**src/rtl/pipe_scheduler_pkg.sv**
```systemverilog
// Shared definitions for the pipe scheduler: FSM encoding, pipe word layout
// and the LFSR feedback mask.
package pipe_scheduler_pkg;

  typedef enum logic [2:0] {
    ST_IDLE,
    ST_RUN,
    ST_STEP0,
    ST_STEP1,
    ST_STEP2,
    ST_FROZEN,
    ST_REINIT
  } state_t;

  localparam int HEIGHT_LSB = 0;
  localparam int X_LSB      = 10;
  localparam int GAP_LSB    = 20;

  localparam logic [15:0] LFSR_MASK = 16'hB400;

  function automatic logic [15:0] lfsr_next(input logic [15:0] s);
    return {1'b0, s[15:1]} ^ (s[0] ? LFSR_MASK : 16'h0000);
  endfunction

endpackage

```
**src/rtl/pipe_scheduler_bcd_counter4.sv**
```systemverilog
// Four-digit BCD counter with synchronous clear and an increment that
// saturates at 9999.
module bcd_counter4 (
  input  logic        clk,
  input  logic        clrn,
  input  logic        clr,
  input  logic        inc,
  output logic [15:0] cnt
);

  function automatic logic [15:0] bcd_inc(input logic [15:0] v);
    logic [15:0] r;
    logic        carry;
    r     = v;
    carry = 1'b1;
    for (int d = 0; d < 4; d++) begin
      if (carry) begin
        if (v[4*d +: 4] == 4'd9) begin
          r[4*d +: 4] = 4'd0;
        end else begin
          r[4*d +: 4] = v[4*d +: 4] + 4'd1;
          carry       = 1'b0;
        end
      end
    end
    return r;
  endfunction

  always_ff @(posedge clk or negedge clrn) begin
    if (!clrn) begin
      cnt <= '0;
    end else if (clr) begin
      cnt <= '0;
    end else if (inc && (cnt != 16'h9999)) begin
      cnt <= bcd_inc(cnt);
    end
  end

endmodule

```
**src/rtl/pipe_scheduler.sv**
```systemverilog
// Scrolls and recycles three pipe groups once per frame tick, one pipe per
// cycle, and scores the player passing each pipe.
module pipe_scheduler
  import pipe_scheduler_pkg::*;
#(
  parameter int          SCREEN_W = 640,
  parameter int          SPACING  = 180,
  parameter int          SPEED    = 2,
  parameter int          X_MARIO  = 40,
  parameter int          H_MIN    = 60,
  parameter int          GAP_MIN  = 120,
  parameter logic [15:0] SEED     = 16'hACE1
) (
  input  logic        clk,
  input  logic        clrn,
  input  logic        start,
  input  logic        f_tick,
  input  logic        fail,
  output logic [31:0] pipe_1,
  output logic [31:0] pipe_2,
  output logic [31:0] pipe_3,
  output logic [15:0] score,
  output logic        pass,
  output logic        busy
);

  localparam logic [9:0] SPEED_W   = 10'(SPEED);
  localparam logic [9:0] WRAP_ADD  = 10'((3 * SPACING) % 1024);
  localparam logic [9:0] H_MIN_W   = 10'(H_MIN);
  localparam logic [9:0] X_MARIO_W = 10'(X_MARIO);
  localparam logic [7:0] GAP_MIN_W = 8'(GAP_MIN);

  function automatic logic [31:0] init_pipe(input int i);
    logic [31:0] w;
    w                     = '0;
    w[HEIGHT_LSB +: 10]   = 10'(H_MIN + 40 * i);
    w[X_LSB +: 10]        = 10'(SCREEN_W + i * SPACING);
    w[GAP_LSB +: 8]       = GAP_MIN_W;
    return w;
  endfunction

  state_t      state;
  logic [31:0] pipe [3];
  logic [15:0] lfsr;

  logic [1:0]  k;
  logic [9:0]  x_old;
  logic [9:0]  x_new;
  logic [9:0]  h_new;
  logic [7:0]  g_new;
  logic        recycle;
  logic        hit;
  logic        stepping;
  logic        step_go;
  logic [31:0] word_new;

  assign stepping = (state == ST_STEP0) || (state == ST_STEP1) || (state == ST_STEP2);
  assign step_go  = stepping && !fail;
  assign busy     = stepping;

  assign pipe_1 = pipe[0];
  assign pipe_2 = pipe[1];
  assign pipe_3 = pipe[2];

  always_comb begin
    case (state)
      ST_STEP1: k = 2'd1;
      ST_STEP2: k = 2'd2;
      default:  k = 2'd0;
    endcase
    x_old   = pipe[k][X_LSB +: 10];
    h_new   = pipe[k][HEIGHT_LSB +: 10];
    g_new   = pipe[k][GAP_LSB +: 8];
    recycle = x_old < SPEED_W;
    // Recycled pipe reappears one full loop (three spacings) to the right.
    if (recycle) begin
      x_new = x_old - SPEED_W + WRAP_ADD;
      h_new = H_MIN_W + {2'b00, lfsr[7:0]};
      g_new = GAP_MIN_W + {2'b00, lfsr[13:10], 2'b00};
    end else begin
      x_new = x_old - SPEED_W;
    end
    hit      = !recycle && (x_old > X_MARIO_W) && (x_new <= X_MARIO_W);
    word_new = '0;
    word_new[HEIGHT_LSB +: 10] = h_new;
    word_new[X_LSB +: 10]      = x_new;
    word_new[GAP_LSB +: 8]     = g_new;
  end

  always_ff @(posedge clk or negedge clrn) begin
    if (!clrn) begin
      lfsr <= SEED;
    end else begin
      lfsr <= lfsr_next(lfsr);
    end
  end

  always_ff @(posedge clk or negedge clrn) begin
    if (!clrn) begin
      state <= ST_IDLE;
      pass  <= 1'b0;
      for (int i = 0; i < 3; i++) pipe[i] <= init_pipe(i);
    end else begin
      pass <= 1'b0;
      case (state)
        ST_IDLE: if (start) state <= ST_RUN;
        ST_RUN: begin
          if (fail)        state <= ST_FROZEN;
          else if (f_tick) state <= ST_STEP0;
        end
        ST_STEP0, ST_STEP1, ST_STEP2: begin
          // A fail mid-step leaves the current and later pipes untouched.
          if (fail) begin
            state <= ST_FROZEN;
          end else begin
            pipe[k] <= word_new;
            pass    <= hit;
            case (state)
              ST_STEP0: state <= ST_STEP1;
              ST_STEP1: state <= ST_STEP2;
              default:  state <= ST_RUN;
            endcase
          end
        end
        ST_FROZEN: if (start) state <= ST_REINIT;
        ST_REINIT: begin
          for (int i = 0; i < 3; i++) pipe[i] <= init_pipe(i);
          state <= ST_RUN;
        end
        default: state <= ST_IDLE;
      endcase
    end
  end

  bcd_counter4 u_score (
    .clk  (clk),
    .clrn (clrn),
    .clr  (state == ST_REINIT),
    .inc  (step_go && hit),
    .cnt  (score)
  );

endmodule
```
**config.mk**
```make
export PLATFORM = sky130hd
export DESIGN_NAME = pipe_scheduler
export DESIGN_NICKNAME = d
export VERILOG_FILES = /design/src/rtl/pipe_scheduler_pkg.sv /design/src/rtl/pipe_scheduler_bcd_counter4.sv /design/src/rtl/pipe_scheduler.sv
export SDC_FILE = /design/constraint.sdc
export NUM_CORES = 1
export LEC_CHECK = 0
export ABC_AREA = 1
export ABC_CLOCK_PERIOD_IN_PS = 2600
export CELL_PAD_IN_SITES_DETAIL_PLACEMENT = 0
export CELL_PAD_IN_SITES_GLOBAL_PLACEMENT = 1
export CORE_MARGIN = 1
export CORE_UTILIZATION = 35
export DETAILED_ROUTE_END_ITERATION = 16
export GPL_TIMING_DRIVEN = 1
export PLACE_DENSITY_LB_ADDON = 0.3
export RECOVER_POWER = 100
export SYNTH_ARGS = -nofsm -noshare
export SYNTH_HDL_FRONTEND = slang
export SYNTH_HIERARCHICAL = 1
export SYNTH_SLANG_ARGS = --single-unit
```
**constraint.sdc**
```tcl
create_clock -name clk -period 2.6 [get_ports clk]
set_input_delay 0.39 -clock clk [delete_from_list [all_inputs] [get_ports clk]]
set_output_delay 0.39 -clock clk [all_outputs]
set_load 0.02 [all_outputs]
```
# Yosys cells after proc, flatten, opt, wreduce, memory -nomap -nowiden
# Cells that the tools add are included.
dict set report totals {
  register_bits 132
  elab_cells 104
}
dict set report op_classes {
  n_addsub 8
  n_lt_le_gt_ge 5
  n_eq_ne 15
  muxes 42
  bitwise_logic 2
  n_reduce_logical 22
}
# cell count
set ops {}
lappend ops {{96-bit case mux with 2 select lines} 1}
lappend ops {{96-bit bitwise mux} 1}
lappend ops {{96-bit two-way mux} 1}
lappend ops {{32-bit binary-select mux with 2-bit select} 1}
lappend ops {{32-bit demux with 2-bit select} 1}
lappend ops {{28-bit two-way mux} 2}
lappend ops {{16-bit two-way mux} 3}
lappend ops {{32-bit two-way mux} 1}
lappend ops {{4-bit two-way mux} 7}
lappend ops {{10-bit two-way mux} 2}
lappend ops {{4-bit by 1-bit adder with 4-bit output (second input constant)} 4}
lappend ops {{4-bit == test (second input constant)} 4}
lappend ops {{16-bit != test (second input constant)} 1}
lappend ops {{15-bit by 16-bit XOR with 16-bit output} 1}
lappend ops {{3-bit two-way mux} 5}
lappend ops {{3-bit case mux with 5 select lines} 1}
lappend ops {{1-bit two-way mux} 13}
lappend ops {{10-bit adder (second input constant)} 1}
lappend ops {{10-bit by 6-bit > comparator with 1-bit output (second input constant)} 1}
lappend ops {{10-bit by 6-bit <= comparator with 1-bit output (second input constant)} 1}
lappend ops {{10-bit by 2-bit less-than comparator with 1-bit output (second input constant)} 1}
lappend ops {{2-bit nonzero test} 5}
lappend ops {{10-bit by 2-bit subtractor with 10-bit output (second input constant)} 1}
lappend ops {{6-bit by 8-bit adder with 9-bit output (first input constant)} 1}
lappend ops {{19 further kinds} 34}

# Logic depth before layout (Yosys ltp)
dict set report depth {
  depth_word 24
  ltp_mapped 23
  mapped_depth_nobuf 22
}

# Cells and area by module
# The synthesis kept the hierarchy.
# mod instances cells_per_inst area_each_um2 seq_area_each_um2
set by_module_without_submodules {}
lappend by_module_without_submodules {pipe_scheduler 1 608 5236.3 2656.3}
lappend by_module_without_submodules {bcd_counter4 1 128 975.9 400.4}

# Worst setup path after synthesis
# Ideal clock, no wire load.
dict set report synth_timing {
  path_type {register to register}
  start {reg state[1]}
  end {reg u_score.cnt[4]}
  setup_time_ps 118
  t_arrival_ps 2721
  t_required_ps 2482
  setup_slack_ps -239
  stages_incl_launch_ff 23
  period_less_slack_ps 2839
  cell_sequence {dfrtp_1 nor2_4 nand2_2 buf_6 or2_4 nand2_4 ha_1 inv_1 xor2_1 inv_1 ha_1 nand3b_1 nand2_1 nand2_1 nand2_1 nand2_1 nand2_1 nor2_1 nand2_2 nand2_4 buf_6 nand3_1 nand2_1}
}
dict set report synth_via {
  elab_chain_cells 15
  elab_cells_between_ends 27
  cone_classes {add/sub (2); order compare (3); eq/ne (4); mux (6); bitwise (1); reduce/logical (11)}
}
# element line
set synth_rtl {}
lappend synth_rtl {{start, declared} pipe_scheduler.sv:42} ;# state_t state;
lappend synth_rtl {{start signal, assigned} pipe_scheduler.sv:100} ;# state <= ST_IDLE;
lappend synth_rtl {{start signal, assigned} pipe_scheduler.sv:106} ;# ST_IDLE: if (start) state <= ST_RUN;
lappend synth_rtl {{start signal, assigned} pipe_scheduler.sv:108} ;# if (fail) state <= ST_FROZEN;
lappend synth_rtl {{3-bit == test / 3-bit by 2-bit == test with 1-bit output (equally long branches)} {pipe_scheduler.sv:57, pipe_scheduler.sv:66}}
lappend synth_rtl {{2-bit case mux with 2 select lines} pipe_scheduler.sv:66} ;# case (state)
lappend synth_rtl {{2-bit NOT with 3-bit output (not written as such)} pipe_scheduler.sv:71} ;# x_old = pipe[k][X_LSB +: 10];
lappend synth_rtl {{32-bit binary-select mux with 2-bit select} pipe_scheduler.sv:71}
lappend synth_rtl {{28-bit two-way mux (2 in series)} -}
lappend synth_rtl {{10-bit by 2-bit subtractor with 10-bit output} {pipe_scheduler.sv:77, pipe_scheduler.sv:81}}
lappend synth_rtl {{10-bit adder} pipe_scheduler.sv:77} ;# x_new = x_old - SPEED_W + WRAP_ADD;
lappend synth_rtl {{10-bit two-way mux} pipe_scheduler.sv:76} ;# if (recycle) begin
lappend synth_rtl {{10-bit by 6-bit <= comparator with 1-bit output} pipe_scheduler.sv:83} ;# hit = !recycle && (x_old > X_MARIO_W) && (x_new <= X_MARIO_W);
lappend synth_rtl {{1-bit logical AND} pipe_scheduler.sv:83}
lappend synth_rtl {{1-bit logical AND} pipe_scheduler.sv:139} ;# .inc (step_go && hit),
lappend synth_rtl {{1-bit logical AND} pipe_scheduler_bcd_counter4.sv:34} ;# end else if (inc && (cnt != 16'h9999)) begin
lappend synth_rtl {{2-bit nonzero test (no source line)} -}
lappend synth_rtl {{2-bit AND reduction (no source line)} -}
lappend synth_rtl {{end signal, assigned} pipe_scheduler_bcd_counter4.sv:35} ;# cnt <= bcd_inc(cnt);
lappend synth_rtl {{end, declared} pipe_scheduler_bcd_counter4.sv:8} ;# output logic [15:0] cnt
# Parallel ways exist; a longest one is shown, timed or not. The select of a mux whose other input is x is not followed.
# A chain may end at the register's enable or synchronous reset.

# Worst setup path in the final report
dict set report layout_timing {
  start {reg state[0]}
  end {reg u_score.cnt[5]}
}
# Same word-level chain as after synthesis.

==> key figures <==
Run
  – Max cap viols: 0

Finish
  – Share of layout cells above drive strength 1: 23.6%
  – Ant. Diodes: 0
  – Final Non-Filler Cells: 1146
  – # fillers: 1613
  – Footprint of the multi-input gates: 2730 um^2
  – Final Core Density: 50.7%
  – Seq. cell area: 3060 um^2
  – Net count, final: 924
  – Area grow syn2layout: 41.3%

GRT
  – GR Util met1: 29.1%
  – Vias in the first global route: 5588
  – Pin count of the biggest net entering global routing: 46
  – First-pass GRT wire length: 29.7 mm
  – GR met3 Demand/Resource: 4.04%
  – Routing usage on met2: 34.3%
  – Global-route layer with the greatest usage: met2
  – Gr ovfl total: 0
  – Initial antenna violation count: 0
  – Total track usage: 21.5%

Critical path
  – Crit Path Class: reg -> reg
  – Required time of the worst setup path: 2.91 ns
  – CP arrival: 3.16 ns
  – Worst-path fanout max: 8
  – Critical path launch point type: flop
  – Crit. End Element: flop
  – RR Startpoint: state[0]$_DFFE_PN0P_
  – CP startpoint: state[0]$_DFFE_PN0P_
  – WP buf/inv: 3
  – R2R Setup Slk: -0.25 ns
  – CP most frequent cell: nand2_1
  – CP Cell Sequence: nor2_4, nand2_4, or2_4, nand2_4, ha_4, inv_4, xor2_2, inv_1, ha_1, nand3b_1, nand2_1, nand2_1, nand2_1, nand2_1, nand2_2, nor2_4, nand2_2, nand2_4, buf_6, nand3_2, nand2_1
  – Critical path's largest stage delay: 0.45 ns
  – CP delay by family, top: simple AND/OR/NAND/NOR gates
  – Worst path slowest cell: dfrtp_2

Route
  – DRT Pass-1 Iters: 7
  – Via Count: 5773
  – Initial DRC count: 323
  – DRT antenna net count: 0
  – WL/cell: 16.8 um
  – Drt drc: 0
  – Routed Wire Length: 19.3 mm
  – Routed vias/inst: 5.04

Placed design
  – HPWL after detailed placement: 13.6 mm
  – Placed cell count: 1105
  – Number of port buffers: 106
  – RD Place Congestion: 0.870

Synthesis
  – Ys flop type: dfrtp_1
  – Top cell type's share of synthesized area: 31.0%
  – Adder-Cell Fraction of Synth Area: 2.22%
  – Compound-gate portion of the synthesized area: 14.3%
  – Seq/Total Area, Yosys: 49.2%
  – Post-synth top cells: nand2_1 (158), inv_1 (101), dfrtp_1 (77), nor2_1 (56), o21ai_0 (45)
  – Unique masters post-synth: 47
  – Most common cell in the synthesized netlist: nand2_1
  – Syn avg cell area: 8.44 um^2
  – Synth top area cells: dfrtp_1 (31%), dfstp_2 (18%), nand2_1 (9.5%)
  – Largest family of logic cells by synthesized area: simple AND/OR/NAND/NOR gates
  – Post-synthesis xor/xnor area fraction: 2.54%
  – FF+latch count, synth: 120
  – Mapped Cells: 736
  – Leading area contributor after synthesis: dfrtp_1
  – Post-synth EDFFs: 0
  – YS warnings: 6
  – FFs w/ async S/R, synth: 100%
  – Fraction of synthesized area in multiplexers: 0%
  – Mapped Area: 6210 um^2
  – Post-Synth Simple-Gate Area: 21.3%

Clocking
  – Clock Sinks: 120
  – Worst-skew pair later-pin latency: 0.42 ns
  – CTS Buf Count: 17
  – # H-tree levels: 4
  – Clk buf depth: 2
  – Worst-path clk slew: 0.06 ns
  – Root Driver: clkbuf_16
  – CTS tree: built

Power
  – Static leakage: 0.00413 uW
  – Comb power frac: 53.7%
  – Switching Share: 40.7%
  – Int Pwr: 7320 uW
  – Psw: 5030 uW
  – Clock Power Share: 21.3%
  – Seq pwr share: 25.0%
  – Overall power: 12300 uW
  – PwrDens: 1410 nW/um^2
  – Peak supply drop: 719 uV

Floorplanning
  – Io pins: 119
  – Core area: 17300 um^2
  – Initial Utilization: 35.9%
  – Die X: 135 um
  – Die Y: 135 um
  – Row cnt: 48
  – Die Area: 18300 um^2

STA
  – Slew headroom: 26.8%
  – Actual slew at the worst max-slew pin: 1.10 ns
  – Fin crit period: 2.85 ns
  – Final WS setup: -0.252 ns
  – Max Freq: 0.351 GHz
  – Hold slack: 0.359 ns
  – RSZ-0062 raised after global routing: true
  – Final Hold Fails: 0
  – Setup violators final: 16
  – Max-slew violation count: 0
  – Final Skew: 0.0107 ns
  – Final period utilization: 110%

Min path
  – Hold WC Path Type: reg -> reg
  – Worst hold path startpoint: lfsr[9]$_DFF_PN0_

Status
  – Status: finished with violations
  – Failing checks: negative setup slack
cell usage in the layout (no fill, tap or decap), types with 6 or more instances in the layout:
master	count
o211ai_1	11
nand3_2	12
ha_1	10
conb_1	12
nor2_4	6
a21oi_1	13
nand3_1	29
o21ai_2	6
nor2_2	8
o22ai_1	28
clkdlybuf4s50_1	104
nor2_1	51
o21ai_1	21
nand2_1	148
nand2_2	16
xnor2_1	7
clkbuf_16	17
dfstp_2	38
a22oi_1	14
o21ai_0	42
xor2_1	10
buf_4	67
inv_1	100
dfrtp_1	74
power by group through the flow:
stage	clock [uW]	combinational, uW	sequential (uW)
floorplan	0	2890	3630
global placement	0	6220	3090
detailed placement	0	6250	3100
CTS	2680	6390	3080
global route	2740	7190	3150
finish	2630	6630	3090
final cells by class:
type                    instances  area share [%]
flip-flops and latches        120            34.9
multi-input cells             481            31.1
clock inverters                11            2.18
inverters                     107            4.66
well taps                     225            3.21
repair buffers                181            18.7
clock buffers                  21            5.36
logic make-up (layout without fill, tap and decap cells):
kind of cell / Yosys count / count (layout)
other: 1 / 12
XOR/XNOR: 18 / 18
adder cells (fa/ha/maj): 11 / 11
AND/OR/NAND/NOR: 292 / 292
flip-flops: 120 / 120
buffers and inverters: 146 / 320
AO/OA/AOI/OAI: 148 / 148
sequential cells by signal (all words and copies together), names as in the netlist:
signal	cells
lfsr	16
pass	1
pipe_1	28
pipe_2	28
pipe_3	28
state	3
u_score/cnt	16
per-stage QoR:
step / cell area (um^2) / TNS [ns] / setup slack, ns
6_report: 8780 / -3.39 / -0.252
5_1_grt: 8780 / -8.44 / -0.405
4_1_cts: 8640 / -2.78 / -0.195
3_5_place_dp: 7900 / -3.52 / -0.249
3_3_place_gp: 7900 / -2.48 / -0.176
2_1_floorplan: 6280 / -2.16 / -0.162
final timing paths:
check                                             end  cells after the start
min in group asynchronous       pipe_2[8]$_DFFE_PN0P_                      2
min                                 lfsr[8]$_DFF_PN0_                      0
max                        u_score/cnt[5]$_DFFE_PN0P_                     21
min reg2reg                         lfsr[8]$_DFF_PN0_                      0
max in group asynchronous      pipe_1[20]$_DFFE_PN0P_                      3
max reg2reg                u_score/cnt[5]$_DFFE_PN0P_                     21
per-layer routing:
layer  part of all wire, %  wire, um
met2                    48      9230
met5                     0         0
met4                   1.6       299
met1                    44      8520
met3                   6.3      1210
repair_timing:
item | 4_1_cts | 5_1_grt
pin swaps | 6 | 25
endpoints found under the setup margin | 17 | 26
setup buffers | 4 | 4
hold buffers | 1 | 0
cloned | 0 | 0
gates resized for setup | 13 | 37
hold endpoints to repair | 15 | 0
Power figures use the tool's default switching activity.
